**src/rtl/cby_param_shadow.sv**
```systemverilog
// Vertical connection block with a shadowed configuration chain.
// Bits shift serially into a chain. The chain contents move into the active
// register only when a load ends with exactly the expected bit count, so the
// ipin muxes never see a partially shifted configuration.
module cby_param_shadow #(
   parameter int unsigned CHAN_WIDTH = 12,
   parameter int unsigned NUM_IPIN   = 2,
   parameter int unsigned MUX_SIZE   = 8
) (
   input  logic                  prog_clk,
   input  logic                  pReset,
   input  logic                  config_enable,
   input  logic                  ccff_head,
   input  logic [CHAN_WIDTH-1:0] chany_bottom_in,
   input  logic [CHAN_WIDTH-1:0] chany_top_in,
   output logic [CHAN_WIDTH-1:0] chany_top_out,
   output logic [CHAN_WIDTH-1:0] chany_bottom_out,
   output logic [NUM_IPIN-1:0]   ipin_out,
   output logic                  ccff_tail,
   output logic                  cfg_loaded,
   output logic                  cfg_error
);

   localparam int unsigned SEL_BITS = (MUX_SIZE > 1) ? $clog2(MUX_SIZE) : 1;
   localparam int unsigned L        = NUM_IPIN * SEL_BITS;
   localparam int unsigned CNT_W    = $clog2(L + 2);
   localparam int unsigned MUX_PAD  = 1 << SEL_BITS;

   localparam logic [CNT_W-1:0] CNT_FULL = CNT_W'(L);
   localparam logic [CNT_W-1:0] CNT_SAT  = CNT_W'(L + 1);

   logic [L-1:0]     chain_q,  chain_d;
   logic [L-1:0]     active_q, active_d;
   logic [CNT_W-1:0] cnt_q,    cnt_d;
   logic             en_q,     en_d;
   logic             loaded_q, loaded_d;
   logic             err_q,    err_d;

   logic             rise;
   logic             fall;

   assign rise = config_enable & ~en_q;
   assign fall = en_q & ~config_enable;

   // Next-state: chain shift, saturating bit count, commit or flag error on enable drop.
   always_comb begin
      chain_d  = chain_q;
      active_d = active_q;
      cnt_d    = cnt_q;
      en_d     = config_enable;
      loaded_d = loaded_q;
      err_d    = err_q;

      if (config_enable) begin
         chain_d    = chain_q << 1;
         chain_d[0] = ccff_head;
         // The edge that starts a load is itself a shift, so the count
         // restarts at 1 rather than 0.
         if (rise) begin
            cnt_d = CNT_W'(1);
            err_d = 1'b0;
         end else if (cnt_q != CNT_SAT) begin
            cnt_d = cnt_q + CNT_W'(1);
         end
      end

      if (fall) begin
         if (cnt_q == CNT_FULL) begin
            active_d = chain_q;
            loaded_d = 1'b1;
            err_d    = 1'b0;
         end else begin
            err_d    = 1'b1;
         end
      end
   end

   // State registers with asynchronous active-low reset.
   always_ff @(posedge prog_clk or negedge pReset) begin
      if (!pReset) begin
         chain_q  <= '0;
         active_q <= '0;
         cnt_q    <= '0;
         en_q     <= 1'b0;
         loaded_q <= 1'b0;
         err_q    <= 1'b0;
      end else begin
         chain_q  <= chain_d;
         active_q <= active_d;
         cnt_q    <= cnt_d;
         en_q     <= en_d;
         loaded_q <= loaded_d;
         err_q    <= err_d;
      end
   end

   assign chany_top_out    = chany_bottom_in;
   assign chany_bottom_out = chany_top_in;
   assign ccff_tail        = chain_q[L-1];
   assign cfg_loaded       = loaded_q;
   assign cfg_error        = err_q;

   // The mux input vector is padded to a power of two with zeros, so a
   // select at or above MUX_SIZE yields 0 without a separate range check.
   for (genvar gi = 0; gi < NUM_IPIN; gi++) begin : g_ipin
      logic [MUX_PAD-1:0]  mux_in;
      logic [SEL_BITS-1:0] sel;

      assign sel = active_q[gi*SEL_BITS +: SEL_BITS];

      for (genvar gj = 0; gj < MUX_PAD; gj++) begin : g_in
         if (gj < MUX_SIZE) begin : g_used
            localparam int unsigned T = (gi * MUX_SIZE / 2 + gj / 2) % CHAN_WIDTH;
            if (gj % 2 == 0) begin : g_bot
               assign mux_in[gj] = chany_bottom_in[T];
            end else begin : g_top
               assign mux_in[gj] = chany_top_in[T];
            end
         end else begin : g_pad
            assign mux_in[gj] = 1'b0;
         end
      end

      assign ipin_out[gi] = loaded_q & mux_in[sel];
   end

endmodule

```
**config.mk**
```make
export PLATFORM = sky130hd
export DESIGN_NAME = cby_param_shadow
export DESIGN_NICKNAME = d
export VERILOG_FILES = /design/src/rtl/cby_param_shadow.sv
export SDC_FILE = /design/constraint.sdc
export NUM_CORES = 1
export LEC_CHECK = 0
export BUFFER_PORTS_ARGS = -buffer_cell sky130_fd_sc_hd__buf_2
export CORE_MARGIN = 8
export CORE_UTILIZATION = 47
export DETAILED_ROUTE_END_ITERATION = 6
export GPL_TIMING_DRIVEN = 0
export HOLD_SLACK_MARGIN = 0.02
export PLACE_DENSITY = 0.83
export SKIP_LAST_GASP = 1
export SYNTH_ARGS = -nofsm -noshare
export SYNTH_HDL_FRONTEND = slang
export SYNTH_SLANG_ARGS = --single-unit
```
**constraint.sdc**
```tcl
create_clock -name prog_clk -period 3.4 [get_ports prog_clk]
set_input_delay 0.51 -clock prog_clk [delete_from_list [all_inputs] [get_ports prog_clk]]
set_output_delay 0.51 -clock prog_clk [all_outputs]
set_load 0.01 [all_outputs]
```
==> flow_metrics.tcl, run 1 <==
set metrics [dict create \
    status "finished, final reports clean" \
    clk_pin_slew_ns 0.10 \
    final_cell_mix "buf_2, buf_4, dfrtp_1" \
    min_period_ns 2.08 \
    critPathKind "reg -> out" \
    slew_viol_final 0 \
    total_leakage_power_nw 0.746 \
    core_sq_mm 0.00219 \
    place_area_sq_mm 0.00135 \
    critPathSlowestCell "mux4_1" \
    synth_top_area_share_pct 41.8 \
    fin_tns_setup_ns 0 \
    setup_ws_ns 1.32 \
    fin_util_pct 63.4 \
    r2r_start "cnt_q[0]" \
    dp_slack_ns 1.44 \
    hpwlAfterDp_um 1930 \
    startpoint_type "flip-flop" \
    yosys_warnings 0 \
    gr-usage-all-layers_pct 11.0 \
    via_count 845 \
    multi_input_area_sq_um 420 \
    ys_ff_latch 18 \
    io_buffers 48 \
    drtIter0Drc 15 \
    cts_hold_buffers 0 \
    nNetsFinal 179 \
    postCtsSetupRepairBufs 0 \
    required_ns 2.89 \
    cts_buffer_depth 2 \
    rows 17 \
    cts_tree "done" \
    ys_top_cells_by_area "dfrtp_1, buf_4, mux2_2" \
    drv_cap 0 \
    endpoint_kind "output port" \
    grt_pass1_vias 883 \
    ff_latch_area_sq_um 450 \
    dr.pass1.iters 4 \
    synth.avg_cell_area_sq_um 11.6 \
    vdd_ir_drop_max_v 0.000358 \
    wl_per_cell_um 13.1 \
    crit_chain "mux4_1, nor2_1, a311oi_1, buf_2" \
    initial_utilization_pct 49.2 \
    drt_wl_total_um 2270 \
    ios 57 \
    antenna_found_initial 0 \
    min_period_over_period_pct 61.1 \
    finalHoldViolations 0 \
    drive_above_1_share_pct 62.8 \
    mostFrequentLayoutCell "buf_2" \
    nFillCells 168 \
    fp.dieW_um 63.9 \
    rsz0062_at_grt "no" \
    grt_max_degree 19 \
    slew_headroom_pct 73.8 \
    root_buffer "clkbuf_4" \
    power_density_mw_per_mm2 519 \
    yosysSeqAreaShare_pct 41.8 \
    diodes 0 \
    grt_pass1_wl_um 3790 \
    syn2layout_area_growth_pct 28.9 \
    reg2reg_slack_ns 1.99 \
    worstRegToRegCells 4 \
    die_area_sq_mm 0.00408 \
    post-route-drc-count 0 \
    grt-ovfl-total 0 \
    fmax_mhz 481 \
    ctsResizeCount 0 \
    cp.arrival_ns 1.57 \
    cts.sinks 18 \
    synthDistinctLibCells 19 \
    via_per_inst 4.88 \
    synth_largest_area_cell "dfrtp_1" \
    globalplace.congestion 0.769 \
    setup_viol 0 \
    final_cell_area_sq_mm 0.00139 \
    cts_buffers 3 \
    insertion_delay_ns 0.30 \
    worst_slew_pin_slew_ns 0.394 \
    antenna_left 0 \
    synth_cells 93 \
    regToRegEndpoint "active_q[1]" \
    chipHeight_um 63.9 \
    clock_skew_ns 0.00229 \
    hp-class "in -> async" \
    max_stage_delay_ns 0.56 \
    htreeDepth 1 \
    syn_area_sq_mm 0.00108 \
    crit_path_max_fanout 4 \
    synth.net_count 126 \
]
synthesized netlist by cell type:
cell and count:
o31ai_1 2, a31oi_1 1, a2bb2oi_1 1, nand2b_1 2, a311oi_1 2, dfrtp_1 18
nand2_1 3, mux4_1 2, nor2_1 2, and2_1 1, o21ai_0 4, o2bb2ai_1 2
mux2_2 14, buf_2 1, inv_1 6, mux2i_1 2, nand3_1 1, buf_4 24
ha_1 5
how the worst max path moves through the flow:
stage | startpoint | to | slack, ns
finish | active_q[1] | ipin_out[0] | 1.32
global route | active_q[4] | ipin_out[1] | 1.21
CTS | active_q[1] | ipin_out[0] | 1.31
detailed placement | config_enable | active_q[1] | 1.44
global placement | chany_top_in[5] | ipin_out[1] | 1.49
floorplan | config_enable | active_q[0] | 1.75
worst max-delay path: cells and delay by family (launching register included):
family | cells | cell delay, ns
AOI/OAI and AO/OA | 1 | 0.05
and+or+nand+nor | 1 | 0.10
DFF | 1 | 0.42
buffers and inverters | 1 | 0.15
muxes | 1 | 0.56
logic make-up (layout without fill, tap and decap cells):
logic type               Yosys count  after routing  synth area share (%)
AO/OA/AOI/OAI                     12             12                  7.89
adder cells (fa/ha/maj)            5              5                  5.80
buffers and inverters             31             83                  19.3
flip-flops                        18             18                  41.8
multiplexers                      18             18                  21.3
AND/OR/NAND/NOR                    9              9                  3.94
stage by stage:
step           hold slack (ns)  power (mW)  instances
2_1_floorplan            0.214       0.507         93
3_3_place_gp             0.450       0.583        169
3_5_place_dp             0.457       0.598        169
4_1_cts                  0.126       0.731        173
5_1_grt                  0.134       0.774        173
6_report                 0.118       0.721        173
final cells by class:
cell class	instances	area share [%]
buffer	25	13.3
clock buffer	4	2.61
inverter	6	1.62
multi-input combinational	44	30.2
sequential	18	32.4
tap	28	2.52
timing repair buffer	48	17.3
report_power, final:
part | internal [mW] | switching, mW | leakage (nW)
Clock | 0.0653 | 0.0673 | 0.0210
Combinational | 0.149 | 0.0992 | 0.499
Sequential | 0.278 | 0.0620 | 0.226
Total | 0.493 | 0.228 | 0.746
registers in the layout (all words and copies together) (netlist names):
name        flops
active_q        6
chain_q         6
en_q            1
cnt_q           3
cfg_loaded      1
cfg_error       1
metal layers:
metal,vias to the layer above,global-route usage (%),share of wire (%)
met3,2,6.27,13
met4,0,3.34,0.84
met5,-,0,0
li1,406,-,-
met1,393,11.1,38
met2,44,18.9,48
Note: power is estimated with default switching activity, not from simulation.
==> run 2: changes to the inputs <==
--- a/config.mk
+++ b/config.mk
@@ -7,11 +7,11 @@
 export LEC_CHECK = 0
 export BUFFER_PORTS_ARGS = -buffer_cell sky130_fd_sc_hd__buf_2
 export CORE_MARGIN = 8
-export CORE_UTILIZATION = 47
+export CORE_UTILIZATION = 44
 export DETAILED_ROUTE_END_ITERATION = 6
 export GPL_TIMING_DRIVEN = 0
 export HOLD_SLACK_MARGIN = 0.02
-export PLACE_DENSITY = 0.83
+export PLACE_DENSITY = 0.78
 export SKIP_LAST_GASP = 1
 export SYNTH_ARGS = -nofsm -noshare
 export SYNTH_HDL_FRONTEND = slang
==> constraint.sdc (replaced) <==
create_clock -name prog_clk -period 1.97 [get_ports prog_clk]
set_input_delay 0.2955 -clock prog_clk [delete_from_list [all_inputs] [get_ports prog_clk]]
set_output_delay 0.2955 -clock prog_clk [all_outputs]
set_load 0.01 [all_outputs]
==> run 2 against run 1 <==
Effect of this change:
- sequential power increased by 71%
- combinational power rose by 73%
- clock power increased by 28%
- non-clock buffer count up 1
- design area barely moved
- final cell count increased by 1.2%
- worst setup slack got worse by 1.2 ns
- count of clock-buffer cells in the layout is 1 lower
- sequential share of layout area hardly changed
- critical path type unchanged
- critical endpoint is now ipin_out[1]
- highest routed layer unchanged
==> flow_metrics.tcl, run 2 (synthesized netlist as in run 1, its figures left out) <==
set metrics [dict create \
    critPathSlowestCell "mux4_1" \
    multi_input_area_sq_um 420 \
    nNetsFinal 180 \
    critPathKind "reg -> out" \
    mostFrequentLayoutCell "buf_2" \
    drtIter0Drc 14 \
    top_regs "active_q (6), chain_q (6), cnt_q (3)" \
    place_inst 171 \
    power_density_mw_per_mm2 852 \
    vdd_ir_drop_max_v 0.000733 \
    rsz0062_at_grt "no" \
    crit_chain "mux4_1, nor2_1, a311oi_1, buf_2" \
    htreeDepth 1 \
    endpoint_kind "output port" \
    crit_path_max_fanout 4 \
    cts_buffers 3 \
    ios 57 \
    finalHoldViolations 0 \
    required_ns 1.67 \
    drive_above_1_share_pct 62.1 \
    grt-ovfl-total 0 \
    clock_skew_ns 0.00506 \
    hp-class "in -> reg" \
    final_cell_mix "buf_2, buf_4, dfrtp_1" \
    antenna_left 0 \
    fp.dieW_um 65.5 \
    rows 18 \
    slew_headroom_pct 74.1 \
    via_per_inst 4.91 \
    cts.sinks 18 \
    fmax_mhz 538 \
    post-route-drc-count 0 \
    nFillCells 202 \
    cp.arrival_ns 1.56 \
    gr-usage-all-layers_pct 10.5 \
    core_sq_mm 0.00241 \
    via_count 859 \
    wl_per_cell_um 13.3 \
    dr.pass1.iters 4 \
    status "finished, final reports clean" \
    die_area_sq_mm 0.00429 \
    syn2layout_area_growth_pct 28.8 \
    slew_viol_final 0 \
    final_cells 175 \
    cts_tree "done" \
    diodes 0 \
    globalplace.congestion 0.730 \
    clk_pin_slew_ns 0.09 \
    worst_slew_pin_slew_ns 0.388 \
    insertion_delay_ns 0.28 \
    antenna_found_initial 0 \
    startpoint_type "flip-flop" \
    ff_latch_area_sq_um 450 \
    initial_utilization_pct 44.8 \
    grt_pass1_wl_um 3710 \
    drv_cap 0 \
    grt_pass1_vias 865 \
    cts_buffer_depth 2 \
    setup_viol 0 \
    fin_tns_setup_ns 0 \
    io_buffers 48 \
    root_buffer "clkbuf_4" \
    chipHeight_um 65.5 \
    hpwlAfterDp_um 1990 \
    total_leakage_power_nw 0.743 \
    postCtsSetupRepairBufs 0 \
    grt_max_degree 19 \
    min_period_over_period_pct 94.4 \
    max_stage_delay_ns 0.57 \
    drt_wl_total_um 2330 \
    min_period_ns 1.86 \
]
run 2: changes by cell type in the layout (fill, tap and decap cells not counted), sizes merged:
cell / delta
dlygate4sd3: +1
clkbuf: -1
run 2: metal layers:
layer / vias to the layer above / wire (um) / global-route usage (%)
li1: 417 / - / -
met1: 401 / 827 / 11.1
met2: 39 / 1170 / 18.7
met3: 2 / 312 / 4.08
met4: 0 / 17 / 3.27
met5: - / 0 / 0
run 2: worst paths after layout:
kind                                     from     endpoint  slack (ns)  depth (start not counted)
worst max-delay path              active_q[4]  ipin_out[1]        0.11                          4
worst min-delay path            config_enable         en_q        0.15                          1
worst max register to register       cnt_q[0]  active_q[2]        0.57                          4
worst min register to register      cfg_error    cfg_error        0.51                          2
max in group asynchronous              pReset  active_q[1]        1.23                          2
min in group asynchronous              pReset     cnt_q[0]        0.46                          2
run 2: layout make-up:
type                            count  area share, %
Tap cell                           30           2.70
Multi-Input combinational cell     44           30.3
Inverter                            6           1.62
Timing Repair Buffer               49           18.0
Clock buffer                        3           1.62
Buffer                             25           13.3
Sequential cell                    18           32.4
run 2: power by group:
group          switching (mW)  internal, mW
registers               0.103         0.480
logic                   0.171         0.258
clock network          0.0995        0.0709
total                   0.374         0.809
run 2: stage by stage:
| stage | worst slack, ns | power (mW) | utilization, % | hold WS, ns | area [sq um] |
|---|---|---|---|---|---|
| final | 0.110 | 1.18 | 57.6 | 0.151 | 1390 |
| after CTS | 0.0836 | 1.20 | 57.6 | 0.144 | 1390 |
| after detailed placement | 0.236 | 1.03 | 56.3 | 0.240 | 1360 |
| after floorplan | 0.532 | 0.875 | - | -0.0000911 | 1080 |
| after global routing | 0.0234 | 1.28 | 57.6 | 0.133 | 1390 |
| after global placement | 0.276 | 1.01 | 56.3 | 0.238 | 1360 |
run 2: what timing repair did:
action                    in CTS  in global routing
gates resized for setup        0                  0
hold buffers                   1                  0
hold endpoints to repair      18                  0
run 2: worst max-delay path: cells and delay by family (launching register included):
| family | cells | cell delay [ns] |
|---|---|---|
| compound gates | 1 | 0.05 |
| buf+inv | 1 | 0.15 |
| flops | 1 | 0.41 |
| mux | 1 | 0.57 |
| simple gates | 1 | 0.10 |
==> run 3: changes to the inputs <==
--- a/config.mk
+++ b/config.mk
@@ -7,12 +7,13 @@
 export LEC_CHECK = 0
 export BUFFER_PORTS_ARGS = -buffer_cell sky130_fd_sc_hd__buf_2
 export CORE_MARGIN = 8
-export CORE_UTILIZATION = 44
+export CORE_UTILIZATION = 47
 export DETAILED_ROUTE_END_ITERATION = 6
 export GPL_TIMING_DRIVEN = 0
 export HOLD_SLACK_MARGIN = 0.02
-export PLACE_DENSITY = 0.78
+export PLACE_DENSITY = 0.83
 export SKIP_LAST_GASP = 1
+export SLEW_MARGIN = 0
 export SYNTH_ARGS = -nofsm -noshare
 export SYNTH_HDL_FRONTEND = slang
 export SYNTH_SLANG_ARGS = --single-unit
==> constraint.sdc (replaced) <==
create_clock -name prog_clk -period 2.32 [get_ports prog_clk]
set_input_delay 0.348 -clock prog_clk [delete_from_list [all_inputs] [get_ports prog_clk]]
set_output_delay 0.348 -clock prog_clk [all_outputs]
set_load 0.01 [all_outputs]
==> run 3 against run 2 <==
Effect of this change:
- worst setup slack improved by 0.29 ns
- clock power increased by 14%
- clock skew decreased by 0.0028 ns
- critical path depth unchanged
- wire length decreased by 2.4%
- combinational power decreased by 15%
- non-clock buffer count unchanged
- via count decreased by 1.2%
- critical path type unchanged
==> flow_metrics.tcl, run 3 (synthesized netlist as in run 1, its figures left out) <==
set metrics [dict create \
    min_period_over_period_pct 82.6 \
    pwr-share-clk_pct 18.4 \
    slew_headroom_pct 73.7 \
    finalHoldViolations 0 \
    ios 57 \
    diodes 0 \
    p_comb_share_pct 34.5 \
    startpoint_type "flip-flop" \
    nNetsFinal 180 \
    drt_wl_total_um 2270 \
    slew_viol_final 0 \
    hpwlAfterDp_um 1930 \
    grt_max_degree 19 \
    fin_total_pwr_mw 1.06 \
    cts_buffers 3 \
    critical_path.top_delay_family "multiplexers" \
    r2r_start "cnt_q[0]" \
    via_count 849 \
    critPathSlowestCell "mux4_1" \
    cts_tree "done" \
    mostFrequentLayoutCell "buf_2" \
    rows 17 \
    fp.dieW_um 63.9 \
    nFillCells 167 \
    crit_chain "mux4_1, nor2_1, a311oi_1, buf_2" \
    cts.sinks 18 \
    insertion_delay_ns 0.30 \
    io_buffers 48 \
    endpoint_kind "output port" \
    clock_skew_ns 0.00228 \
    max_stage_delay_ns 0.56 \
    whs_ns 0.174 \
    hold_depth 1 \
    die_area_sq_mm 0.00408 \
    wl_per_cell_um 13.1 \
    regToRegEndpoint "active_q[1]" \
    gr-usage-all-layers_pct 11.1 \
    reg2reg_slack_ns 0.91 \
    drive_above_1_share_pct 62.3 \
    cts_buffer_depth 2 \
    crit_path_max_fanout 4 \
    root_buffer "clkbuf_4" \
    syn2layout_area_growth_pct 29.8 \
    hp-start "config_enable" \
    grt_pass1_wl_um 3800 \
    vdd_ir_drop_max_v 0.000524 \
    postCtsSetupRepairBufs 0 \
    hp-class "in -> reg" \
    worstRegToRegCells 4 \
    drtIter0Drc 15 \
    fin_tns_setup_ns 0 \
    antenna_found_initial 0 \
    initial_utilization_pct 49.2 \
    power_density_mw_per_mm2 756 \
    switching_power_mw 0.335 \
    min_period_ns 1.92 \
    cts_hold_buffers 1 \
    critPathBufInv 1 \
    grt_pass1_vias 882 \
    htreeDepth 1 \
    clk_pin_slew_ns 0.10 \
    via_per_inst 4.88 \
    worst_slew_pin_slew_ns 0.394 \
    fmax_mhz 522 \
    post-route-drc-count 0 \
    p_int_mw 0.723 \
    antenna_left 0 \
    final_cell_mix "buf_2, buf_4, dfrtp_1" \
    setup_viol 0 \
    critPathKind "reg -> out" \
    rsz0062_at_grt "no" \
    cp.arrival_ns 1.57 \
    ctsResizeCount 0 \
    top_regs "active_q (6), chain_q (6), cnt_q (3)" \
    globalplace.congestion 0.769 \
    total_leakage_power_nw 0.750 \
    p_seq_share_pct 47.1 \
    dr.pass1.iters 4 \
    swShare_pct 31.7 \
    required_ns 1.97 \
    hold_path_end "en_q" \
    drv_cap 0 \
    grt-ovfl-total 0 \
    core_sq_mm 0.00219 \
    status "finished, final reports clean" \
    chipHeight_um 63.9 \
]
## run 3: worst reg2reg max path, delay by kind of cell (launching register included)
family | cells | cell delay, ns
adder cells (fa/ha/maj) | 1 | 0.21
buffers and inverters | 1 | 0.06
flip-flops | 1 | 0.40
multiplexers | 1 | 0.38
AND/OR/NAND/NOR | 1 | 0.26
## run 3: area by class of cell
cell class | instances | area (sq um) | area share, %
Clock buffer | 4 | 36.3 | 2.59
Multi-Input combinational cell | 44 | 420 | 30.0
Tap cell | 28 | 35.0 | 2.50
Timing Repair Buffer | 49 | 250 | 17.9
Sequential cell | 18 | 450 | 32.2
Inverter | 6 | 22.5 | 1.61
Buffer | 25 | 185 | 13.2
## run 3: worst max-delay path by stage
stage,end,depth (start not counted),slack (ns),startpoint
floorplan,active_q[0],5,0.83,config_enable
global placement,active_q[4],6,0.58,config_enable
detailed placement,active_q[1],6,0.52,config_enable
CTS,ipin_out[0],4,0.39,active_q[1]
global route,ipin_out[1],4,0.29,active_q[4]
finish,ipin_out[0],4,0.40,active_q[1]
## run 3: power by group through the flow
stage,Sequential [mW],Clock (mW),Combinational [mW]
floorplan,0.490,0,0.253
global placement,0.500,0,0.353
detailed placement,0.507,0,0.369
CTS,0.501,0.200,0.371
global route,0.513,0.213,0.410
finish,0.498,0.194,0.365
## run 3: metrics by stage
step	std cells	util (%)	worst slack [ns]	cell area, sq um
after floorplan	93	-	0.830	1080
after global placement	169	61.8	0.585	1350
after detailed placement	169	61.8	0.521	1350
after CTS	174	63.9	0.388	1400
after global routing	174	63.9	0.288	1400
final	174	63.9	0.404	1400
## run 3: routing by layer
metal | vias up | share of wire (%) | GRT usage (%)
met5 | - | 0 | 0
met4 | 0 | 0.84 | 3.34
met3 | 2 | 14 | 6.45
met2 | 44 | 48 | 19.1
met1 | 395 | 38 | 11.0
li1 | 408 | - | -
